File: config.mk
export PLATFORM = sky130hd
export DESIGN_NAME = hazard_ctrl
export DESIGN_NICKNAME = d
export VERILOG_FILES = /design/src/rtl/hazard_pkg.sv /design/src/rtl/mul_stall_fsm.sv /design/src/rtl/hazard_ctrl.sv
export SDC_FILE = /design/constraint.sdc
export NUM_CORES = 1
export LEC_CHECK = 0
export CAP_MARGIN = 20
export CORE_MARGIN = 2
export CORE_UTILIZATION = 28
export CTS_CLUSTER_SIZE = 10
export DETAILED_ROUTE_END_ITERATION = 7
export GPL_TIMING_DRIVEN = 0
export HOLD_SLACK_MARGIN = 0.12
export PLACE_DENSITY = 0.76
export SLEW_MARGIN = 20
export SYNTH_ARGS = -nofsm -noshare
export SYNTH_HDL_FRONTEND = slang
export SYNTH_HIERARCHICAL = 1
export SYNTH_SLANG_ARGS = --single-unit
File: constraint.sdc
create_clock -name clk -period 1.7 [get_ports clk]
set_input_delay 0.34 -clock clk [delete_from_list [all_inputs] [get_ports clk]]
set_output_delay 0.34 -clock clk [all_outputs]
set_load 0.1 [all_outputs]
File: src/rtl/hazard_pkg.sv
// Shared constants and types for the pipeline hazard controller.
// Forward-select encodings and the multi-cycle execute FSM state enum.
package hazard_pkg;

  localparam logic [1:0] FWD_RF = 2'b00;
  localparam logic [1:0] FWD_W  = 2'b01;
  localparam logic [1:0] FWD_M  = 2'b10;

  typedef enum logic {
    MUL_IDLE = 1'b0,
    MUL_BUSY = 1'b1
  } mul_state_e;

endpackage

File: src/rtl/mul_stall_fsm.sv
// Holds Execute for MUL_LAT cycles while a multi-cycle op occupies it.
// Stall is raised for the first MUL_LAT-1 cycles; the op leaves on the last.
module mul_stall_fsm
  import hazard_pkg::*;
#(
  parameter int MUL_LAT = 3
) (
  input  logic clk,
  input  logic reset,
  input  logic MultiE,
  output logic MulStall,
  output logic MulBusy
);

  localparam int             CW       = (MUL_LAT > 1) ? $clog2(MUL_LAT) : 1;
  localparam bit             MULTI    = (MUL_LAT > 1);
  localparam logic [CW-1:0]  CNT_LOAD = CW'((MUL_LAT > 1) ? (MUL_LAT - 2) : 0);

  mul_state_e    state_q, state_d;
  logic [CW-1:0] cnt_q, cnt_d;

  always_ff @(posedge clk or negedge reset) begin
    if (!reset) begin
      state_q <= MUL_IDLE;
      cnt_q   <= '0;
    end else begin
      state_q <= state_d;
      cnt_q   <= cnt_d;
    end
  end

  always_comb begin
    state_d  = state_q;
    cnt_d    = cnt_q;
    MulStall = 1'b0;
    case (state_q)
      MUL_IDLE: begin
        MulStall = MultiE & MULTI;
        if (MultiE && MULTI) begin
          state_d = MUL_BUSY;
          cnt_d   = CNT_LOAD;
        end
      end
      MUL_BUSY: begin
        // cnt==0 is the final Execute cycle: release the stall and let the op go.
        MulStall = MultiE & (cnt_q != '0);
        if (cnt_q != '0) begin
          cnt_d = cnt_q - CW'(1);
        end else begin
          state_d = MUL_IDLE;
        end
      end
      default: begin
        state_d = MUL_IDLE;
        cnt_d   = '0;
      end
    endcase
  end

  assign MulBusy = (state_q == MUL_BUSY);

endmodule

File: src/rtl/hazard_ctrl.sv
// Pipeline hazard controller for the 5-stage core: operand forwarding,
// load-use and multi-cycle stalls, PC-write tracking and flush generation.
module hazard_ctrl
  import hazard_pkg::*;
#(
  parameter int NREG    = 16,
  parameter int REGW    = 4,
  parameter int MUL_LAT = 3
) (
  input  logic            clk,
  input  logic            reset,
  input  logic [REGW-1:0] RA1D,
  input  logic [REGW-1:0] RA2D,
  input  logic            UsesA1D,
  input  logic            UsesA2D,
  input  logic [REGW-1:0] RA1E,
  input  logic [REGW-1:0] RA2E,
  input  logic [REGW-1:0] WA3E,
  input  logic [REGW-1:0] WA3M,
  input  logic [REGW-1:0] WA3W,
  input  logic            RegWriteE,
  input  logic            RegWriteM,
  input  logic            RegWriteW,
  input  logic            MemtoRegE,
  input  logic            MultiE,
  input  logic            PCWrD,
  input  logic            BranchTakenE,
  input  logic            PCSrcW,
  output logic [1:0]      ForwardAE,
  output logic [1:0]      ForwardBE,
  output logic            StallF,
  output logic            StallD,
  output logic            StallE,
  output logic            FlushD,
  output logic            FlushE,
  output logic            BubbleM,
  output logic            PCWrPendingF,
  output logic            MulBusy
);

  localparam logic [REGW-1:0] PC_REG = REGW'(NREG - 1);

  logic [REGW-1:0] ra_e  [2];
  logic [1:0]      fwd_e [2];

  assign ra_e[0] = RA1E;
  assign ra_e[1] = RA2E;

  // The PC is never forwarded; its value comes from the fetch path.
  generate
    for (genvar gi = 0; gi < 2; gi++) begin : g_fwd
      always_comb begin
        fwd_e[gi] = FWD_RF;
        if (RegWriteM && (WA3M == ra_e[gi]) && (ra_e[gi] != PC_REG)) begin
          fwd_e[gi] = FWD_M;
        end else if (RegWriteW && (WA3W == ra_e[gi]) && (ra_e[gi] != PC_REG)) begin
          fwd_e[gi] = FWD_W;
        end
      end
    end
  endgenerate

  assign ForwardAE = fwd_e[0];
  assign ForwardBE = fwd_e[1];

  logic ldr_stall;
  logic mul_stall;

  assign ldr_stall = MemtoRegE & RegWriteE &
                     ((UsesA1D & (RA1D == WA3E)) | (UsesA2D & (RA2D == WA3E)));

  mul_stall_fsm #(
    .MUL_LAT (MUL_LAT)
  ) u_mul_fsm (
    .clk      (clk),
    .reset    (reset),
    .MultiE   (MultiE),
    .MulStall (mul_stall),
    .MulBusy  (MulBusy)
  );

  logic pcw_e_q, pcw_e_d;
  logic pcw_m_q, pcw_m_d;

  // A stalled E emits a bubble into M, so the M copy clears instead of advancing.
  always_comb begin
    pcw_e_d = FlushE ? 1'b0 : (StallE ? pcw_e_q : PCWrD);
    pcw_m_d = StallE ? 1'b0 : pcw_e_q;
  end

  always_ff @(posedge clk or negedge reset) begin
    if (!reset) begin
      pcw_e_q <= 1'b0;
      pcw_m_q <= 1'b0;
    end else begin
      pcw_e_q <= pcw_e_d;
      pcw_m_q <= pcw_m_d;
    end
  end

  assign PCWrPendingF = PCWrD | pcw_e_q | pcw_m_q;

  assign StallF  = ldr_stall | PCWrPendingF | mul_stall;
  assign StallD  = ldr_stall | mul_stall;
  assign StallE  = mul_stall;
  assign BubbleM = mul_stall;
  assign FlushD  = PCWrPendingF | PCSrcW | BranchTakenE;
  assign FlushE  = (ldr_stall | BranchTakenE) & ~mul_stall;

endmodule

==> flow_summary.yaml <==
logic_synthesis:
  yosysUniqueCellTypes: 27
  yosys_warnings: 6
  synth_mux_area_share_pct: 0
  synth_area_um2: 594
  syn-num-nets: 112
  synth_cells: 71
  synth_compound_area_share_pct: 10.9
  synthAdderAreaFrac_pct: 2.11
  synth_xor_area_share_pct: 30.9
  seq_area_frac_synth_pct: 21.1
  yosys.area_share.simple_pct: 31.2
  ys_seq_elements: 5
  avgSynthCellArea_um2: 8.37
  synth_top_family_by_area: "simple AND/OR/NAND/NOR gates"
grt:
  use_met1_pct: 17.9
  first_global_vias: 848
  met3_usage_pct: 3.64
  grt_start_max_net_pins: 8
  antenna_found_initial: 0
  grt_overflow_total: 0
  grt_busiest_layer: "met2"
  grt_use_total_pct: 18.6
  grt_use_met2_pct: 37.1
  grt_pass1_wl_um: 3590
layout:
  final_common_cell: "buf_6"
  diodes: 0
  final_cell_mix: "buf_6, xnor2_2, clkbuf_2"
  final_nets: 174
  syn_to_final_growth_pct: 139
  drive_gt1_share_pct: 58.3
  fin_area_um2: 1420
floorplanning:
  initial_core_util_pct: 30.0
  die_x_um: 50.1
  dieHeight_um: 50.1
  num_rows: 16
  core_um2: 1980
  die_area_um2: 2510
  pin_count: 52
drt:
  routed_via_density: 5.21
  routed_wl_um: 2400
  route.detailed.drc: 0
  vias: 828
  drt_iter0_markers: 16
  drt-wirelength-per-cell_um: 15.1
  drt_first_pass_iters: 4
  ant_nets: 0
sta:
  hold_viol: 0
  worstMarginPinSlew_ns: 0.548
  worst_hold_slack_ns: 0.311
  maxSlewHeadroom_pct: 63.6
  max_freq_mhz: 517
  finalSetupViolations: 6
  fin_tns_setup_ns: -0.805
  fin_worst_skew_ns: 0.0104
  drv_slew: 0
  finalWorstSetupSlack_ns: -0.234
  rsz0062_at_grt: "yes"
  min_period_ns: 1.93
  finalCritPeriodShare_pct: 114
setup_path:
  cp_max_fo: 4
  worstPathArrival_ns: 1.59
  worstSetupPathType: "in -> out"
  required_ns: 1.36
  critPathLaunchType: "primary input"
  cp-end-kind: "primary output"
clock_network:
  cts_tree: "done"
  clock_latency_ns: 0.25
  clock-sinks: 5
  h-tree-depth: 1
  clk_pin_slew_worst_paths_ns: 0.05
  postCtsHoldBufs: 0
  cts_buffers: 3
  clk_path_buf_depth: 2
  root_buffer: "clkbuf_4"
outcome:
  violations: "negative setup slack"
  outcome: "finished with violations"
power_and_ir_drop:
  power.density_nw_per_um2: 991
  leakagePower_nw: 0.626
  peakVddDrop_uv: 976
placed_design:
  gp_congestion: 0.772
  post-place-ws_ns: -1.56
  place_area_um2: 1230
  dp_hpwl_um: 1700
  io_buffers: 51
job:
  cap_violations: 0
worst_hold_path:
  hp-class: "in -> async"
[through the flow]
stage	utilization [%]	std cells	total power, mW
after floorplan	-	71	0.807
after global placement	62.0	149	1.03
after detailed placement	62.0	149	1.05
after CTS	69.9	156	1.30
after global routing	71.7	159	1.47
final	71.7	159	1.41
[worst max-delay path: stages]
cell	delay [ns]
buf_6	0.10
xor2_1	0.15
or4_4	0.57
a31oi_4	0.23
buf_12	0.20
[state kept, by name (all words and copies together), names as in the netlist]
name / count
u_mul_fsm/cnt_q: 2
u_mul_fsm/MulBusy: 1
pcw_m_q: 1
pcw_e_q: 1
[per-layer routing]
| layer | up-vias | part of all wire (%) |
|---|---|---|
| met5 | - | 0 |
| li1 | 378 | - |
| met3 | 12 | 11 |
| met4 | 0 | 2.5 |
| met2 | 72 | 52 |
| met1 | 366 | 34 |
[Yosys cell counts]
master,instances,area (um2)
a2111oi_0,1,8.76
a211oi_1,1,7.51
a21boi_0,1,7.51
a21oi_1,2,10.0
a31oi_1,2,12.5
a32o_1,1,10.0
and2b_1,1,7.51
and3_1,1,6.26
buf_4,1,7.51
dfrtp_1,5,125
ha_1,1,12.5
inv_1,4,15.0
nand2_1,2,7.51
nand3_1,4,20.0
nand4_1,6,37.5
nand4b_1,1,8.76
nor2_1,2,7.51
nor2b_1,4,25.0
nor3_1,2,10.0
o32ai_1,1,8.76
or2_1,1,6.26
or2_2,1,6.26
or2b_1,1,7.51
or3_1,2,12.5
or4_4,2,22.5
xnor2_1,14,123
xor2_1,7,61.3
[area by class of cell]
class,instances,area [um2]
flip-flops and latches,5,129
fillers,126,561
inverters,4,15.0
clock buffers,4,26.3
plain buffers,1,11.3
repair buffers,57,567
multi-input cells,61,639
well taps,27,33.8
[report_power, final]
part	internal (mW)	switching [mW]
clock	0.0891	0.0550
combinational	0.432	0.612
sequential	0.173	0.0471
[final timing paths]
kind,from,end,slack [ns],cells past startpoint
min reg2reg,u_mul_fsm/MulBusy,u_mul_fsm/cnt_q[0],0.60,1
min,reset,u_mul_fsm/MulBusy,0.31,1
max reg2reg,u_mul_fsm/cnt_q[0],pcw_e_q,0.28,6
max,WA3E[3],FlushE,-0.23,5
min in group clk,MultiE,u_mul_fsm/cnt_q[0],0.55,3
max in group asynchronous,reset,u_mul_fsm/MulBusy,1.17,1
[cell families (layout without fill, tap and decap cells)]
kind of cell | after synthesis | count (layout)
AO/OA/AOI/OAI | 9 | 9
XOR/XNOR | 21 | 21
buffers and inverters | 5 | 66
adder cells (fa/ha/maj) | 1 | 1
flip-flops | 5 | 5
AND/OR/NAND/NOR | 30 | 30
[repair_timing]
action                     CTS  global route
setup endpoints to repair   13            10
gates resized for setup    210            31
pin swaps                   28            20
setup buffers                3             3
(Power assumes the default switching activity.)
